==> config.mk <==
export PLATFORM = sky130hd
export DESIGN_NAME = ps2_kbd_ctrl
export DESIGN_NICKNAME = d
export VERILOG_FILES = /design/src/rtl/ps2_kbd_ctrl.sv
export SDC_FILE = /design/constraint.sdc
export NUM_CORES = 1
export LEC_CHECK = 0
export ABC_AREA = 0
export CORE_MARGIN = 4
export CORE_UTILIZATION = 41
export CTS_CLUSTER_DIAMETER = 60
export DETAILED_ROUTE_END_ITERATION = 16
export PLACE_DENSITY_LB_ADDON = 0.2
export SYNTH_ARGS = -nofsm -noshare
export SYNTH_HDL_FRONTEND = slang
export SYNTH_SLANG_ARGS = --single-unit
==> constraint.sdc <==
create_clock -name clk -period 3.45 [get_ports clk]
set_input_delay 0.5175 -clock clk [delete_from_list [all_inputs] [get_ports clk]]
set_output_delay 0.5175 -clock clk [all_outputs]
set_load 0.005 [all_outputs]
==> src/rtl/ps2_kbd_ctrl.sv <==
// PS/2 keyboard sequencing controller: pops bytes from the receiver FIFO, parses
// E0/F0 prefixes into make/break events, tracks the held key and flags errors.
// Optional build macro PS2_REPEAT_FILTER_EN suppresses typematic-repeat make events.
module ps2_kbd_ctrl #(
  parameter int TIMEOUT_CYC = 50000,
  parameter int CNT_W       = 8
) (
  input  logic             clk,
  input  logic             rst,
  input  logic [7:0]       ps2_data,
  input  logic             ps2_ready,
  input  logic             ps2_overflow,
  output logic             ps2_nextdata_n,
  input  logic             err_clr,
  output logic [7:0]       key_code,
  output logic             key_ext,
  output logic             key_held,
  output logic             make_pulse,
  output logic             break_pulse,
  output logic [CNT_W-1:0] press_cnt,
  output logic             err_timeout,
  output logic             err_ovf
);

  localparam int TW = $clog2(TIMEOUT_CYC + 1);
  localparam logic [TW-1:0] TIMER_LAST = TW'(TIMEOUT_CYC - 1);
  localparam logic [7:0] PFX_EXT = 8'hE0;
  localparam logic [7:0] PFX_BRK = 8'hF0;

  typedef enum logic {S_WAIT, S_POP} fsm_e;
  typedef enum logic [1:0] {C_NORM, C_EXT, C_BRK} ctx_e;

  fsm_e             fsm_q, fsm_d;
  ctx_e             ctx_q, ctx_d;
  logic             brk_ext_q, brk_ext_d;
  logic [7:0]       byte_q, byte_d;
  logic             nextdata_n_q, nextdata_n_d;
  logic [7:0]       key_code_q, key_code_d;
  logic             key_ext_q, key_ext_d;
  logic             key_held_q, key_held_d;
  logic             make_pulse_q, make_pulse_d;
  logic             break_pulse_q, break_pulse_d;
  logic [CNT_W-1:0] press_cnt_q, press_cnt_d;
  logic             err_timeout_q, err_timeout_d;
  logic             err_ovf_q, err_ovf_d;
  logic [TW-1:0]    timer_q, timer_d;

  ctx_e ctx_cur;
  logic do_make, make_ext, count_make, timeout_hit;

  // NOTE: every combinational output gets a default before any branch so no latch is inferred.
  always_comb begin
    fsm_d         = fsm_q;
    brk_ext_d     = brk_ext_q;
    byte_d        = byte_q;
    nextdata_n_d  = 1'b1;
    key_code_d    = key_code_q;
    key_ext_d     = key_ext_q;
    key_held_d    = key_held_q;
    make_pulse_d  = 1'b0;
    break_pulse_d = 1'b0;
    press_cnt_d   = press_cnt_q;
    timer_d       = '0;
    do_make       = 1'b0;
    make_ext      = 1'b0;
    count_make    = 1'b1;
    timeout_hit   = 1'b0;

    // An overflow abandons any partial prefix, including one about to be decoded.
    ctx_cur = ps2_overflow ? C_NORM : ctx_q;
    ctx_d   = ctx_cur;

    case (fsm_q)
      S_WAIT: begin
        if (ps2_ready) begin
          byte_d       = ps2_data;
          nextdata_n_d = 1'b0;
          fsm_d        = S_POP;
        end else if (ctx_cur != C_NORM) begin
          if (timer_q == TIMER_LAST) begin
            timeout_hit = 1'b1;
            ctx_d       = C_NORM;
          end else begin
            timer_d = timer_q + TW'(1);
          end
        end
      end
      S_POP: begin
        fsm_d = S_WAIT;
        case (ctx_cur)
          C_NORM: begin
            if (byte_q == PFX_EXT) begin
              ctx_d = C_EXT;
            end else if (byte_q == PFX_BRK) begin
              ctx_d     = C_BRK;
              brk_ext_d = 1'b0;
            end else begin
              do_make = 1'b1;
            end
          end
          C_EXT: begin
            if (byte_q == PFX_BRK) begin
              ctx_d     = C_BRK;
              brk_ext_d = 1'b1;
            end else if (byte_q != PFX_EXT) begin
              do_make  = 1'b1;
              make_ext = 1'b1;
              ctx_d    = C_NORM;
            end
          end
          default: begin
            ctx_d = C_NORM;
            if (byte_q != PFX_EXT && byte_q != PFX_BRK) begin
              break_pulse_d = 1'b1;
              if (byte_q == key_code_q && brk_ext_q == key_ext_q) key_held_d = 1'b0;
            end
          end
        endcase
      end
      default: fsm_d = S_WAIT;
    endcase

`ifdef PS2_REPEAT_FILTER_EN
    count_make = !(key_held_q && byte_q == key_code_q && make_ext == key_ext_q);
`endif

    if (do_make) begin
      key_code_d = byte_q;
      key_ext_d  = make_ext;
      key_held_d = 1'b1;
      if (count_make) begin
        make_pulse_d = 1'b1;
        press_cnt_d  = press_cnt_q + CNT_W'(1);
      end
    end

    // A fresh error in the same cycle as err_clr keeps its flag set.
    err_timeout_d = (err_timeout_q & ~err_clr) | timeout_hit;
    err_ovf_d     = (err_ovf_q & ~err_clr) | ps2_overflow;
  end

  // NOTE: sequential state is updated with non-blocking assignments only.
  always_ff @(posedge clk or negedge rst) begin
    if (!rst) begin
      fsm_q         <= S_WAIT;
      ctx_q         <= C_NORM;
      brk_ext_q     <= 1'b0;
      byte_q        <= '0;
      nextdata_n_q  <= 1'b1;
      key_code_q    <= '0;
      key_ext_q     <= 1'b0;
      key_held_q    <= 1'b0;
      make_pulse_q  <= 1'b0;
      break_pulse_q <= 1'b0;
      press_cnt_q   <= '0;
      err_timeout_q <= 1'b0;
      err_ovf_q     <= 1'b0;
      timer_q       <= '0;
    end else begin
      fsm_q         <= fsm_d;
      ctx_q         <= ctx_d;
      brk_ext_q     <= brk_ext_d;
      byte_q        <= byte_d;
      nextdata_n_q  <= nextdata_n_d;
      key_code_q    <= key_code_d;
      key_ext_q     <= key_ext_d;
      key_held_q    <= key_held_d;
      make_pulse_q  <= make_pulse_d;
      break_pulse_q <= break_pulse_d;
      press_cnt_q   <= press_cnt_d;
      err_timeout_q <= err_timeout_d;
      err_ovf_q     <= err_ovf_d;
      timer_q       <= timer_d;
    end
  end

  assign ps2_nextdata_n = nextdata_n_q;
  assign key_code       = key_code_q;
  assign key_ext        = key_ext_q;
  assign key_held       = key_held_q;
  assign make_pulse     = make_pulse_q;
  assign break_pulse    = break_pulse_q;
  assign press_cnt      = press_cnt_q;
  assign err_timeout    = err_timeout_q;
  assign err_ovf        = err_ovf_q;

endmodule

======== Word-level counts from Yosys, hierarchy flattened ========
Cells that the tools add are included.
storage, ports and cells
  bits in registers ....................... 51
  logic and storage cells ................. 89
  input port bits ......................... 13
cells by class
  bitwise operators ....................... 6
  multiplexer cells ....................... 43
  eq/ne operators ......................... 12
  $add $sub $neg .......................... 2
  reductions and logical operators ........ 12
operators with widths
  kind                                                    number
  two-way mux 16 bit                                      4
  two-way mux 1 bit                                       26
  adder 16 x 1 -> 16 bit (second input constant)          1
  equality test 16 bit (second input constant)            1
  equality test 8 bit (second input constant)             2
  two-way mux 2 bit                                       8
  inequality test 8 bit (second input constant)           2
  nonzero test 2 bit                                      5
  adder 8 x 1 -> 8 bit (second input constant)            1
  equality test 8 bit                                     1
  case mux 2 bit (2 select lines)                         2
  inequality test 2 bit (second input constant)           3
  case mux 1 bit (2 select lines)                         3
  AND reduction 5 bit                                     1
  AND reduction 4 bit                                     1
  bitwise AND 1 bit                                       2
  equality test 2 x 1 -> 1 bit (second input constant)    1
  logical AND 1 bit                                       2
  zero test 2 bit                                         1
  inequality test 2 x 1 -> 1 bit (second input constant)  1
  inverter 1 bit                                          2
  OR 1 bit                                                2
  AND reduction 2 bit                                     1
  OR reduction 2 bit                                      1
  equality test 1 bit                                     1

======== Logic depth before layout (Yosys ltp) ========
Gate-level depths: netlist of run 1.
  word-level depth ........................ 7
  gate-level depth with buffers ........... 6

======== Worst setup path before layout of run 1 ========
OpenSTA, ideal clock, no wires.
  path kind ............................... register to register
  start point ............................. register byte_q[0]
  end point ............................... register key_code_q[6], in the netlist key_code[6]
  stages on the path, launching flop included .. 5
  arrival ................................. 1.548 ns
  period minus slack after synthesis ...... 1.673 ns
  required time ........................... 3.325 ns
  slack ................................... 1.777 ns
  path through ............................ dfrtp_1 -> or3_4 -> o211ai_4 -> buf_8 -> mux2_4
on the way
  longest elaborated chain between the ends .. 5
  elaborated cells between the ends (all ways) .. 9
ends and longest elaborated chain
  element                                                              RTL line      source
  from (decl)                                                          36            logic [7:0] byte_q, byte_d;
  from (signal assigned)                                               163           byte_q <= byte_d;
  inequality test 8 bit / equality test 8 bit (equally long branches)  105, 94, 102
  two-way mux 1 bit (on tied branches)                                 105, 94
  two-way mux 1 bit (on tied branches)                                 102, 92
  case mux 1 bit (2 select lines) *                                    90            case (ctx_cur)
  two-way mux 1 bit *                                                  73            case (fsm_q)
  to (signal assigned)                                                 165           key_code_q <= key_code_d;
  to (decl)                                                            38            logic [7:0] key_code_q, key_code_d;
Mark *: on every way between the ends. The rest lies on a longest branch, timed or not.
A chain may end at the register's enable or synchronous reset.

======== Worst setup path after layout of run 1 ========
  start point ............................. register byte_q[0]
  end point ............................... register key_code_q[3], in the netlist key_code[3]
Same word-level chain as after synthesis.

==> flow_metrics.env, run 1 <==
export IMPL_io_buffers=35
export IMPL_netlist_instances=194
export IMPL_clk_pin_slew_worst_paths_ns=0.10
export IMPL_tritoncts="done"
export IMPL_die_h_um=82.71
export IMPL_num_fill_cells=502
export IMPL_hold_path_class="input port to asynchronous set/reset pin"
export IMPL_finClkSkew_ns=0.01021
export IMPL_cts_buffer_depth=2
export IMPL_core_area_sq_um=5270
export IMPL_via_per_inst=4.974
export IMPL_dp_slack_ns=1.143
export IMPL_critPathTopFamily="compound AO/OA/AOI/OAI gates"
export IMPL_antenna_found_initial=0
export IMPL_drtPass1Iterations=4
export IMPL_synth_seq_area_share=0.5582
export IMPL_h_tree_depth=2
export IMPL_yosys_area_top_type="dfrtp_1"
export IMPL_fin_setup_tns_ns=0
export IMPL_slew_violations=0
export IMPL_synth_top_cell_area_share=0.5467
export IMPL_seq_area_sq_um=1277
export IMPL_period_needed_ns=1.961
export IMPL_track_usage=0.1385
export IMPL_run_status="finished, final reports clean"
export IMPL_holdBufCountCts=0
export IMPL_grt_max_degree=42
export IMPL_dp_cells=296
export IMPL_root_buffer="clkbuf_8"
export IMPL_irDropWorstVdd_mv=0.2584
export IMPL_initial_core_util=0.4342
export IMPL_ys_top_cells_by_area="dfrtp_1 55%, xnor2_1 8.8%, mux2_2 6.9%"
export IMPL_dr_first_iter_drc_count=86
export IMPL_crit_arrival_ns=2.15
export IMPL_grt_pass1_wl_mm=7.169
export IMPL_clock_sinks=51
export IMPL_fin_ws_ns=1.489
export IMPL_hold_slack_ns=0.3577
export IMPL_hold_viol_final=0
export IMPL_nNetsFinal=248
export IMPL_cp_max_fo=18
export IMPL_synth_seq_cells=51
export IMPL_worstReg2RegStart="byte_q[0]"
export IMPL_fin_cells=304
export IMPL_drt_total_wl_mm=4.248
export IMPL_vias=1512
export IMPL_placed_area_sq_um=2699
export IMPL_p_total_mw=1.447
export IMPL_diodes=0
export IMPL_place_hpwl_mm=2.907
export IMPL_routedWlPerCell_um=13.97
export IMPL_period_share=0.5683
export IMPL_powerDensity_nw_per_um2=516.2
export IMPL_cts_made_buffers=5
export IMPL_post_cts_buffers=0
export IMPL_syn_nets=209
export IMPL_clock_latency_ns=0.30
export IMPL_ctsResizeCount=0
export IMPL_crit_required_ns=3.64
export IMPL_grt_pass1_vias=1535
export IMPL_place_gp_congestion=0.6901
export IMPL_end_kind="flip-flop"
export IMPL_netlist_area_sq_um=2288
export IMPL_syn2layout_area_growth_pct=22.47
export IMPL_max_stage_delay_ns=0.58
export IMPL_worstMarginPinSlew_ns=0.9363
export IMPL_die_w_um=82.71
export IMPL_io_pins=36
export IMPL_multi_input_area_sq_um=948.4
export IMPL_critical_path_cell_chain="or3_4, o211ai_4, mux2_2"
export IMPL_gr_total_overflow=0
export IMPL_cp_start_kind="flip-flop"
export IMPL_final_util=0.5318
export IMPL_rsz0062_at_grt="false"
export IMPL_clock_fmax_mhz=510.0
export IMPL_slew_headroom=0.3758
export IMPL_cap_violations=0
export IMPL_yosysWarningCount=0
export IMPL_design_area_sq_um=2803
export IMPL_avgSynthCellArea_sq_um=11.80
export IMPL_drc=0
export IMPL_leakage_nw=1.131
export IMPL_ant_nets=0
export IMPL_die_area_sq_um=6841
export IMPL_crit_type="flip-flop to flip-flop"
export IMPL_drive_above_1_share=0.1368
export IMPL_finalSetupViolCount=0
export IMPL_core_rowCount=26
export IMPL_crit_buf_inv=0
export IMPL_crit_path_start="byte_q[0]"
export IMPL_synth_cell_types=31
export IMPL_crit_slowest_cell="o211ai_4"
-- final timing paths --
| kind | endpoint | depth (start not counted) | slack [ns] |
|---|---|---|---|
| setup / recovery | key_code[3] | 3 | 1.49 |
| hold / removal | timer_q[6] | 1 | 0.36 |
| setup reg to reg | key_code[3] | 3 | 1.49 |
| hold reg to reg | press_cnt[7] | 1 | 0.48 |
| max in group asynchronous | ps2_nextdata_n | 2 | 2.32 |
| min in group clk | press_cnt[7] | 1 | 0.48 |
-- where the power goes --
| part | switching [mW] | internal, mW |
|---|---|---|
| sequential | 0.0905 | 0.672 |
| combinational | 0.104 | 0.208 |
| clock | 0.190 | 0.183 |
| total | 0.385 | 1.06 |
-- sequential cells by signal, summed over array words and instances, names as in the netlist --
signal / flops
fsm_q: 1
ctx_q: 2
brk_ext_q: 1
timer_q: 16
key_ext: 1
byte_q: 8
key_held: 1
make_pulse: 1
key_code: 8
err_ovf: 1
ps2_nextdata_n: 1
break_pulse: 1
err_timeout: 1
press_cnt: 8
-- metal layers --
metal  vias to the layer above  part of all wire  global-route usage  wire length (um)
met5                         -                 0                   0                 0
met1                       738              0.48              0.1909              2029
met4                         0            0.0042             0.03431                18
met2                        25              0.47              0.2123              2005
li1                        747                 -                   -                 -
met3                         2             0.046             0.04338               194
-- area by class of cell --
cell class | count | share of cell area
clock buffers | 7 | 0.03437
clock inverters | 1 | 0.002679
well taps | 70 | 0.03125
inverters | 8 | 0.01161
repair buffers | 36 | 0.1259
flip-flops and latches | 51 | 0.4558
multi-input cells | 131 | 0.3384
-- cell usage after synthesis (all sizes together) --
cell      n
nor4      3
or3       1
dfrtp    50
o22a      1
o21ai     2
o211ai    1
nand4     8
ha        2
buf       4
nand4b    2
nor2     26
nand2     9
o22ai     1
dfstp     1
mux2     18
nor4bb    2
nand3     8
o2bb2ai   1
nor3      8
inv       8
xnor2    23
xor2      7
nand2b    2
nor4b     1
nor2b     1
o41ai     1
nor3b     2
a21o      1
-- placed cells by master (no fill, tap or decap) --
cell	count
nor3_1	8
clkinvlp_4	1
nand2_1	9
nand4_1	8
o2bb2ai_1	1
nor2b_1	1
a21o_1	1
o41ai_1	1
o22ai_1	1
nand2b_1	2
mux2_4	4
xnor2_1	23
buf_4	1
nand4b_1	2
mux2_2	14
o21ai_0	2
clkbuf_8	7
xor2_1	7
nor4bb_1	2
clkdlybuf4s50_1	34
dfrtp_1	50
nor2_1	26
o22a_1	1
buf_2	1
nand3_1	8
inv_1	7
or3_4	1
inv_4	1
nor4_1	3
o211ai_4	1
nor4b_1	1
nor3b_1	2
dfstp_2	1
ha_1	2
-- cell families after synthesis --
| family | share of synthesized area |
|---|---|
| muxes | 0.09513 |
| AOI/OAI and AO/OA | 0.03117 |
| and+or+nand+nor | 0.1624 |
| buffers and inverters | 0.02734 |
| DFF | 0.5582 |
| adders and majority gates | 0.01093 |
| xor gates and xnor gates | 0.1148 |
No activity file was read; power rests on OpenSTA's default activity.
==> run 2: changes to the inputs <==
==> constraint.sdc (replaced) <==
create_clock -name clk -period 1.9 [get_ports clk]
set_input_delay 0.285 -clock clk [delete_from_list [all_inputs] [get_ports clk]]
set_output_delay 0.285 -clock clk [all_outputs]
set_load 0.005 [all_outputs]
==> flow_metrics.env, run 2 (synthesis gave the netlist of run 1 again) <==
export IMPL_slew_violations=0
export IMPL_die_h_um=82.71
export IMPL_run_status="finished, final reports clean"
export IMPL_io_pins=36
export IMPL_dp_slack_ns=0.01959
export IMPL_drt_total_wl_mm=4.426
export IMPL_regMostFlops="timer_q"
export IMPL_hold_viol_final=0
export IMPL_period_needed_ns=1.659
export IMPL_vias=1535
export IMPL_rsz0062_at_grt="false"
export IMPL_multi_input_area_sq_um=948.4
export IMPL_nNetsFinal=265
export IMPL_p_total_mw=2.772
export IMPL_drtPass1Iterations=4
export IMPL_fin_setup_tns_ns=0
export IMPL_powerDensity_nw_per_um2=940.9
export IMPL_design_area_sq_um=2947
export IMPL_slew_headroom=0.7605
export IMPL_finClkSkew_ns=0.002997
export IMPL_dr_first_iter_drc_count=60
export IMPL_crit_slowest_cell="or3_4"
export IMPL_place_gp_congestion=0.7182
export IMPL_largest_reg_flops=16
export IMPL_use_met1=0.2163
export IMPL_end_kind="flip-flop"
export IMPL_final_common_cell="dfrtp_1"
export IMPL_grt_pass1_vias=1582
export IMPL_grt_util_met2=0.2204
export IMPL_layout_common_cells="50 x dfrtp_1, 34 x clkdlybuf4s50_1, 26 x nor2_1"
export IMPL_crit_required_ns=2.09
export IMPL_cts_buffer_depth=2
export IMPL_crit_arrival_ns=1.85
export IMPL_track_usage=0.1476
export IMPL_dp_cells=309
export IMPL_critical_path_cell_chain="or3_4, o211ai_4, buf_4, mux2_4"
export IMPL_cp_max_fo=10
export IMPL_via_per_inst=4.782
export IMPL_antenna_found_initial=0
export IMPL_drive_above_1_share=0.1912
export IMPL_drc=0
export IMPL_placed_area_sq_um=2796
export IMPL_grt_pass1_wl_mm=7.672
export IMPL_place_hpwl_mm=3.119
export IMPL_diodes=0
export IMPL_ctsResizeCount=0
export IMPL_root_buffer="clkbuf_8"
export IMPL_num_fill_cells=486
export IMPL_clk_pin_slew_worst_paths_ns=0.09
export IMPL_core_area_sq_um=5270
export IMPL_tritoncts="done"
export IMPL_gr_total_overflow=0
export IMPL_worstMarginPinSlew_ns=0.3593
export IMPL_grt_use_met3=0.03579
export IMPL_fin_ws_ns=0.2413
export IMPL_hold_path_class="flip-flop to flip-flop"
export IMPL_critPathTopFamily="simple AND/OR/NAND/NOR gates"
export IMPL_r2r_slack_ns=0.24
export IMPL_irDropWorstVdd_mv=0.6400
export IMPL_cp_start_kind="flip-flop"
export IMPL_whs_path_depth=1
export IMPL_worstSetupPathDepth=4
export IMPL_fin_cells=321
export IMPL_ant_nets=0
export IMPL_core_rowCount=26
export IMPL_die_w_um=82.71
export IMPL_grt_max_degree=29
export IMPL_cap_violations=0
export IMPL_clock_fmax_mhz=602.9
export IMPL_crit_type="flip-flop to flip-flop"
export IMPL_syn2layout_area_growth_pct=28.76
export IMPL_leakage_nw=1.220
export IMPL_clock_latency_ns=0.30
export IMPL_crit_buf_inv=1
export IMPL_cts_made_buffers=5
export IMPL_routedWlPerCell_um=13.79
export IMPL_initial_core_util=0.4342
export IMPL_period_share=0.8730
export IMPL_die_area_sq_um=6841
export IMPL_max_stage_delay_ns=0.40
export IMPL_clock_sinks=51
export IMPL_seq_area_sq_um=1277
export IMPL_hold_slack_ns=0.4678
export IMPL_final_util=0.5591
export IMPL_finalSetupViolCount=0
export IMPL_grt_busiest_layer="met2"
export IMPL_h_tree_depth=2
export IMPL_io_buffers=35
export IMPL_r2r_cells=4
==> run 2: area by class of cell <==
cell class | count | area share
sequential | 51 | 0.4335
multi-input combinational | 131 | 0.3219
timing repair buffer | 53 | 0.1639
tap | 70 | 0.02972
clock buffer | 6 | 0.02803
clock inverter | 2 | 0.01189
inverter | 8 | 0.01104
==> run 2: worst paths after layout <==
check | start | end
setup / recovery | byte_q[0] | press_cnt[1]
hold reg to reg | press_cnt[7] | press_cnt[7]
hold / removal | press_cnt[7] | press_cnt[7]
setup reg to reg | byte_q[0] | press_cnt[1]
min in group asynchronous | rst | timer_q[9]
max in group asynchronous | rst | byte_q[4]
==> run 2: per-layer routing <==
metal  share of wire  up-vias
met2            0.45       23
met5               0        -
met4          0.0099        0
li1                -      777
met1            0.51      730
met3           0.035        5
==> run 2: power breakdown <==
group	internal, mW	leakage [nW]	switching (mW)
Combinational	0.408	0.508	0.206
Clock	0.427	0.0612	0.358
Sequential	1.22	0.651	0.155
Total	2.05	1.22	0.718
==> run 2: repair_timing <==
action | CTS | global route
endpoints found under the setup margin | 0 | 5
hold buffers | 1 | 0
buffers inserted | 0 | 3
hold endpoints to repair | 23 | 0
